`src/rtl/mmio_print_unit.sv`:
```
// rtl/mmio_print_unit.sv - MMIO console: hex/string print commands streamed as ASCII bytes
// Sits on the CPU bus in front of RAM port A and fetches string words through RAM port B.
module mmio_print_unit #(
  parameter logic [15:0] INT_ADDR  = 16'h1000,
  parameter logic [15:0] STR_ADDR  = 16'h1002,
  parameter logic [15:0] STAT_ADDR = 16'h1004,
  parameter int          MAX_LEN   = 512
) (
  input  logic        clk,
  input  logic        reset,
  input  logic [15:0] i_cpu_addr,
  input  logic        i_cpu_rd,
  input  logic        i_cpu_wr,
  input  logic [15:0] i_cpu_wrdata,
  output logic [15:0] o_cpu_rddata,
  output logic        o_mem_wr,
  input  logic [15:0] i_mem_rddata,
  output logic [15:0] o_memb_addr,
  output logic        o_memb_rd,
  input  logic [15:0] i_memb_rddata,
  output logic [7:0]  o_char,
  output logic        o_char_valid,
  input  logic        i_char_ready,
  output logic        o_busy
);

  localparam int CW = $clog2(MAX_LEN + 1);

  typedef enum logic [2:0] {S_IDLE, S_HEX, S_FETCH, S_WAIT, S_EMIT, S_EOL} state_t;

  state_t        state;
  logic [15:0]   hex_data;
  logic [15:0]   ptr;
  logic [1:0]    idx;
  logic [CW-1:0] count;
  logic          trunc;
  logic          overrun;
  logic          stat_sel;

  logic mmio_hit, int_wr, str_wr, stat_wr, handshake;

  assign int_wr    = i_cpu_wr && (i_cpu_addr == INT_ADDR);
  assign str_wr    = i_cpu_wr && (i_cpu_addr == STR_ADDR);
  assign stat_wr   = i_cpu_wr && (i_cpu_addr == STAT_ADDR);
  assign mmio_hit  = (i_cpu_addr == INT_ADDR) || (i_cpu_addr == STR_ADDR) ||
                     (i_cpu_addr == STAT_ADDR);
  assign handshake = o_char_valid && i_char_ready;

  assign o_mem_wr     = i_cpu_wr && !mmio_hit;
  assign o_cpu_rddata = stat_sel ? {13'b0, overrun, trunc, o_busy} : i_mem_rddata;

  function automatic logic [7:0] hex_char(input logic [3:0] n);
    return (n < 4'd10) ? (8'h30 + {4'h0, n}) : (8'h57 + {4'h0, n});
  endfunction

  function automatic logic [3:0] nibble(input logic [15:0] d, input logic [1:0] i);
    case (i)
      2'd3:    return d[15:12];
      2'd2:    return d[11:8];
      2'd1:    return d[7:4];
      default: return d[3:0];
    endcase
  endfunction

  always_ff @(posedge clk) begin
    if (!reset) begin
      state        <= S_IDLE;
      hex_data     <= '0;
      ptr          <= '0;
      idx          <= '0;
      count        <= '0;
      trunc        <= 1'b0;
      overrun      <= 1'b0;
      stat_sel     <= 1'b0;
      o_char       <= '0;
      o_char_valid <= 1'b0;
      o_memb_rd    <= 1'b0;
      o_memb_addr  <= '0;
      o_busy       <= 1'b0;
    end else begin
      stat_sel <= i_cpu_rd && (i_cpu_addr == STAT_ADDR);

      // Clear first so a same-cycle set below takes priority
      if (stat_wr) begin
        trunc   <= 1'b0;
        overrun <= 1'b0;
      end
      if ((int_wr || str_wr) && state != S_IDLE)
        overrun <= 1'b1;

      case (state)
        S_IDLE: begin
          if (int_wr) begin
            hex_data     <= i_cpu_wrdata;
            idx          <= 2'd3;
            o_char       <= hex_char(i_cpu_wrdata[15:12]);
            o_char_valid <= 1'b1;
            o_busy       <= 1'b1;
            state        <= S_HEX;
          end else if (str_wr) begin
            ptr    <= i_cpu_wrdata & 16'hFFFE;
            count  <= '0;
            o_busy <= 1'b1;
            state  <= S_FETCH;
          end
        end
        S_HEX: begin
          if (handshake) begin
            if (idx == 2'd0) begin
              o_char <= 8'h0A;
              state  <= S_EOL;
            end else begin
              idx    <= idx - 2'd1;
              o_char <= hex_char(nibble(hex_data, idx - 2'd1));
            end
          end
        end
        S_FETCH: begin
          if (count == CW'(MAX_LEN)) begin
            trunc        <= 1'b1;
            o_char       <= 8'h0A;
            o_char_valid <= 1'b1;
            state        <= S_EOL;
          end else begin
            o_memb_rd   <= 1'b1;
            o_memb_addr <= ptr;
            state       <= S_WAIT;
          end
        end
        S_WAIT: begin
          // First WAIT cycle carries the read strobe; RAM data lands in the next one
          if (o_memb_rd) begin
            o_memb_rd <= 1'b0;
          end else if (i_memb_rddata == 16'h0000) begin
            o_char       <= 8'h0A;
            o_char_valid <= 1'b1;
            state        <= S_EOL;
          end else begin
            o_char       <= i_memb_rddata[7:0];
            o_char_valid <= 1'b1;
            state        <= S_EMIT;
          end
        end
        S_EMIT: begin
          if (handshake) begin
            o_char_valid <= 1'b0;
            ptr          <= ptr + 16'd2;
            count        <= count + CW'(1);
            state        <= S_FETCH;
          end
        end
        S_EOL: begin
          if (handshake) begin
            o_char_valid <= 1'b0;
            o_busy       <= 1'b0;
            state        <= S_IDLE;
          end
        end
        default: state <= S_IDLE;
      endcase
    end
  end

endmodule

```
`config.mk`:
```
export PLATFORM = sky130hd
export DESIGN_NAME = mmio_print_unit
export DESIGN_NICKNAME = d
export VERILOG_FILES = /design/src/rtl/mmio_print_unit.sv
export SDC_FILE = /design/constraint.sdc
export NUM_CORES = 1
export LEC_CHECK = 0
export BUFFER_PORTS_ARGS = -buffer_cell sky130_fd_sc_hd__buf_2
export CORE_UTILIZATION = 25
export DETAILED_ROUTE_END_ITERATION = 10
export SLEW_MARGIN = 20
export SYNTH_ARGS = -nofsm -noshare
export SYNTH_HDL_FRONTEND = slang
export SYNTH_SLANG_ARGS = --single-unit
```
`constraint.sdc`:
```
create_clock -name clk -period 6.05 [get_ports clk]
set_input_delay 0 -clock clk [delete_from_list [all_inputs] [get_ports clk]]
set_output_delay 0 -clock clk [all_outputs]
set_load 0.01 [all_outputs]
```
# Word-level counts from Yosys, hierarchy flattened
# Cells that the tools add are included.
# word_totals
reg_bits	77
input_bits	69
# op_classes
addsub	7
magnitude_cmp	2
n_eq_ne	25
n_mux	52
n_bitwise	1
reduce_logical	32
# op_table
cell	n
16-bit two-way mux	4
8-bit two-way mux	8
16-bit by 13-bit == test with 1-bit output (second input constant)	3
16-bit case mux with 2 select lines	1
8-bit case mux with 4 select lines	1
10-bit two-way mux	3
3-bit two-way mux	8
2-bit inequality test (second input constant)	11
10-bit case mux with 2 select lines	1
3-bit case mux with 6 select lines	1
16-bit by 2-bit adder with 16-bit output (second input constant)	1
7-bit by 4-bit adder with 8-bit output (first input constant)	2
16-bit zero test	1
4-bit two-way mux	4
6-bit by 4-bit adder with 7-bit output (first input constant)	2
1-bit two-way mux	13
4-bit case mux with 3 select lines	1
10-bit by 1-bit adder with 10-bit output (second input constant)	1
10-bit == test (second input constant)	1
5-bit AND reduction	2
2-bit nonzero test	5
4-bit < comparator (second input constant)	2
4-bit AND reduction	2
4-bit nonzero test	2
23 further kinds	39

# Longest topological paths before layout
# logic_depth
word_depth	12
ltp_mapped	10

# Least setup slack after synthesis
# Ideal clock, no wire load.
# synth_path
path_type	register to register
start	register idx[0]
end	register o_char[2]
t_arrival_ns	2.271
t_required_ns	5.924
slack_ns	3.653
path_stages_with_launch	11
synth_period_minus_slack_ns	2.397
path_cell_list	dfxtp_1 inv_1 ha_1 a222oi_1 a21o_1 ha_1 inv_1 a211o_1 a311o_1 a21oi_1 o22ai_1
# synth_via
elab_chain_cells	12
# synth_rtl
element	line	text
start: declaration	34	logic [1:0] idx;
start signal: assignment	113	idx <= idx - 2'd1;
2-bit by 1-bit subtractor with 2-bit output	114	o_char <= hex_char(nibble(hex_data, idx - 2'd1));
2-bit by 1-bit == test with 1-bit output or 2-bit == test (tied branches)	57	case (i)
4-bit case mux with 3 select lines	57	
4-bit two-way mux	109	if (idx == 2'd0) begin
4-bit two-way mux	108	if (handshake) begin
4-bit two-way mux	91	case (state)
4-bit two-way mux	66	if (!reset) begin
7-bit by 4-bit adder with 8-bit output (tied with other cells)	53	return (n < 4'd10) ? (8'h30 + {4'h0, n}) : (8'h57 + {4'h0, n});
8-bit two-way mux	53	
8-bit two-way mux *	109	
8-bit two-way mux *	108	
8-bit case mux with 4 select lines *	91	
end signal: assignment	96	o_char <= hex_char(i_cpu_wrdata[15:12]);
end signal: assignment	114	
end signal: assignment	139	o_char <= i_memb_rddata[7:0];
end: declaration	21	output logic [7:0] o_char,
# Every way passes the cells marked *; elsewhere a longest branch is shown, timed or not. The select of a mux whose other input is x is not followed.
# A chain may end at the register's enable or synchronous reset.

# Worst setup path after layout
# layout_path
start	register state[0]
end	register ptr[6]
# layout_via
elab_chain_cells	3
# layout_rtl
element	line	text
start: declaration	31	state_t state;
start signal: assignment	67	state <= S_IDLE;
start signal: assignment	99	state <= S_HEX;
start signal: assignment	104	state <= S_FETCH;
3-bit == test or 3-bit zero test (tied branches)	91	
2-bit inequality test (no line) or 2-bit nonzero test (tied branches)	n/a	
4-bit AND reduction (no line)	n/a	
end signal: assignment	101	ptr <= i_cpu_wrdata & 16'hFFFE;
end signal: assignment	147	ptr <= ptr + 16'd2;
end: declaration	33	logic [15:0] ptr;
# Parallel ways exist; a longest one is shown, timed or not.

==> results.py <==
metrics = {
    "outcome": {
        "outcome": "finished clean",
    },
    "clock_tree": {
        "max-clock-path-buffers": 2,
        "path_clk_slew_ps": 60,
        "post_cts_resized": 0,
        "clock_sink_count": 75,
        "tritoncts": "yes",
        "clock-root-buffer": "clkbuf_16",
        "cts_hold_repair.buffers": 19,
        "cts.htree.levels": 3,
        "cts_post_setup_buffers_inserted": 0,
        "cts_made_buffers": 9,
        "clock_insertion_delay_worst_skew_ps": 340,
    },
    "drt": {
        "route.detailed.wl_per_inst_um": 14.9,
        "drt-vias-per-instance": 5.15,
        "met3_length_um": 850,
        "finalWirelength_um": 13300,
        "post-route-drc-count": 0,
        "drt-pass1-iter-count": 6,
        "maxUsedRoutingLayer": "met4",
        "detailed_route_wire_length_on_metal_1_um": 6400,
        "antenna_nets_post_route": 0,
        "drt_iter0_drc": 293,
        "wl_met2_um": 5720,
        "vias": 4579,
    },
    "placement": {
        "place.detailed.instances": 854,
        "dpl_worst_slack_ps": 3160,
        "io_buffers": 111,
        "gp_congestion": 0.860,
        "place.detailed.hpwl_um": 9580,
    },
    "synthesis": {
        "portion_of_synthesized_cell_area_occupied_by_the_leading_cell_type_pct": 34.6,
        "yosys-top-cells-area": "dfxtp_1 (35%), a21oi_1 (8.3%), nand2_1 (7.2%)",
        "synthFlopType": "dfxtp_1",
        "post_synth_inst_count": 554,
        "synth_enable_flop_cells": 0,
        "synth_largest_area_cell": "dfxtp_1",
        "syn_area_um2": 4340,
        "async_reset_ff_share_pct": 0,
        "syn_area_per_cell_um2": 7.83,
        "yosys.cell_types.count": 71,
        "ff_latch_count_synth": 75,
        "synth_nets": 633,
        "yosysWarnings": 0,
        "share_of_synthesized_area_occupied_by_flip_flops_and_latches_pct": 34.6,
    },
    "die": {
        "dieWidth_um": 134,
        "start_util_pct": 25.9,
        "count_of_pins_on_the_block_boundary": 113,
        "floorplan.rows": 47,
        "die-area_um2": 17900,
        "die_height_um": 134,
        "floorplan.core_area_um2": 16800,
    },
    "worst_setup_path": {
        "critPathSlowestCell": "or3b_1",
        "reg2reg_slack_ps": 3130,
        "crit_buf_inv": 0,
        "crit_path_start_kind": "flip-flop",
        "critPathKind": "flip-flop to flip-flop",
        "critical_path.max_stage_delay_ps": 830,
        "endpoint_kind": "flip-flop",
        "crit_family": "simple AND/OR/NAND/NOR gates",
        "cp_data_arrival_time_ps": 3150,
        "worstPathCellList": "or3b_1 -> nor2_2 -> a31oi_4 -> nor2_1 -> o221a_1",
        "crit_fanout": 33,
        "timing.critical_path.required_ps": 6280,
    },
    "power": {
        "total_power_uw": 1120,
        "peakVddDrop_mv": 0.123,
        "p_leak_uw": 0.00205,
        "powerDensity_nw_per_um2": 203,
    },
    "run": {
        "drv_cap": 0,
    },
    "finish": {
        "nNetsFinal": 743,
        "post_route_cells_drive_above_1_share_pct": 22.4,
        "layout.cells.non_filler": 889,
        "num_antenna_cells": 0,
        "area_growth_pct": 26.9,
    },
    "sta": {
        "unrepaired_setup_endpoints_after_global_routing": "no",
        "clock.fmax_ghz": 0.343,
        "final_period_minus_worst_setup_slack_ps": 2920,
        "maxSlewViolCount": 0,
        "hold_viol_final": 0,
        "fin_skew_ps": 6.65,
        "fin_setup_tns_ps": 0,
        "number_of_failing_setup_endpoints_in_the_final_timing_report": 0,
        "worstMarginPinSlew_ps": 1110,
        "post-route-period-util_pct": 48.3,
        "post-route-worst-setup-slack_ps": 3130,
        "timing.max_slew.rel_slack_pct": 25.9,
    },
    "grt": {
        "global_route.overflow_total": 0,
        "first_global_vias": 4124,
        "initial_antenna_violation_count": 0,
        "pin_count_of_the_biggest_net_entering_global_routing": 56,
        "global_route_wire_length_before_repair_um": 21300,
        "grt_use_total_pct": 15.1,
    },
    "worst_hold_path": {
        "timing.hold.worst.class": "input pin to flip-flop",
    },
}
[worst reg2reg max path: cells and delay by family (launching register included)]
family	cells	cell delay, ps
AND/OR/NAND/NOR	3	1060
AO/OA/AOI/OAI	2	940
flip-flops	1	810
[per-stage QoR]
step / util (%) / hold slack, ps / area (um2)
2_1_floorplan: - / 97.0 / 4340
3_3_place_gp: 30.0 / 250 / 5020
3_5_place_dp: 30.0 / 249 / 5020
4_1_cts: 32.8 / 11.4 / 5510
5_1_grt: 32.8 / 39.9 / 5510
6_report: 32.8 / 20.4 / 5510
[layer usage]
metal	vias up	track usage (%)
li1	2259	-
met1	2143	21.4
met2	159	21.6
met3	18	3.69
met4	0	6.06
met5	-	0
[layout by cell type, fill, tap and decap left out, types with 3 or more instances in the layout]
| cell type | instances |
|---|---|
| or3_1 | 6 |
| or4_1 | 4 |
| and2_1 | 3 |
| o22ai_1 | 5 |
| nor2b_1 | 20 |
| buf_2 | 111 |
| a21oi_1 | 72 |
| nand4_1 | 10 |
| nand2_1 | 83 |
| inv_1 | 19 |
| a31oi_1 | 7 |
| nor2_2 | 3 |
| a21o_1 | 5 |
| mux2_2 | 3 |
| a211oi_1 | 7 |
| clkbuf_16 | 9 |
| a222oi_1 | 4 |
| nor2_1 | 35 |
| o211ai_1 | 3 |
| nor3b_1 | 5 |
| o21ai_0 | 10 |
| nand3_1 | 34 |
| a311oi_1 | 5 |
| nor3_1 | 9 |
| ha_1 | 10 |
| o2111ai_1 | 3 |
| nor4_1 | 10 |
| dlygate4sd3_1 | 19 |
| xnor2_1 | 3 |
| o31ai_1 | 13 |
| dfxtp_1 | 75 |
| nand2b_1 | 5 |
| o221a_1 | 4 |
| o21ai_1 | 5 |
[cell families after synthesis]
family / count (synthesis) / synth area share [%]
fa+ha+maj: 10 / 2.88
compound gates: 165 / 25.8
mux: 3 / 0.779
flops: 75 / 34.6
other cells: 1 / 0.0864
buf+inv: 52 / 5.28
simple gates: 245 / 29.9
xor+xnor: 3 / 0.606
[cell usage after synthesis (all sizes together), types with 3 or more instances]
library cell  instances
a211oi                7
a21oi                73
nand2b                5
mux2                  3
o31ai                15
nor2                 38
inv                  20
nor2b                20
o221a                 5
ha                   10
and2                  3
o2111ai               3
o211ai                3
a222oi                4
nor3                 10
clkbuf               18
nor3b                 6
dfxtp                75
a21o                  5
xnor2                 3
nor4                 12
nand3                35
a311oi                5
buf                  14
or4                   4
o21ai                15
o22ai                 5
nand4                11
nand2                83
a31oi                 8
or3                   6
[layout make-up]
type	instances	area (um2)
Clock buffer	10	229
Clock inverter	6	63.8
Fill cell	1796	11300
Inverter	20	75.1
Multi-Input combinational cell	427	2610
Sequential cell	75	1500
Tap cell	220	275
Timing Repair Buffer	131	753
[state kept, by name, summed over array words and instances (netlist names)]
name / flops
idx: 2
o_memb_rd: 1
o_memb_addr: 15
o_busy: 1
trunc: 1
count: 10
o_char_valid: 1
ptr: 15
state: 3
o_char: 8
hex_data: 16
overrun: 1
stat_sel: 1
[report_power, final]
group / leakage, uW / total [uW] / switching, uW / internal [uW]
clock: 0.000139 / 538 / 219 / 319
combinational: 0.00130 / 85.4 / 46.4 / 39.0
sequential: 0.000604 / 494 / 0.00546 / 494
[worst paths after layout]
check | from | endpoint | cells after the start
hold / removal | i_cpu_wrdata[14] | hex_data[14] | 3
hold reg to reg | o_memb_addr[15] | o_memb_addr[15] | 2
setup / recovery | state[0] | ptr[6] | 5
setup reg to reg | state[0] | ptr[6] | 5
Power figures use the tool's default switching activity.
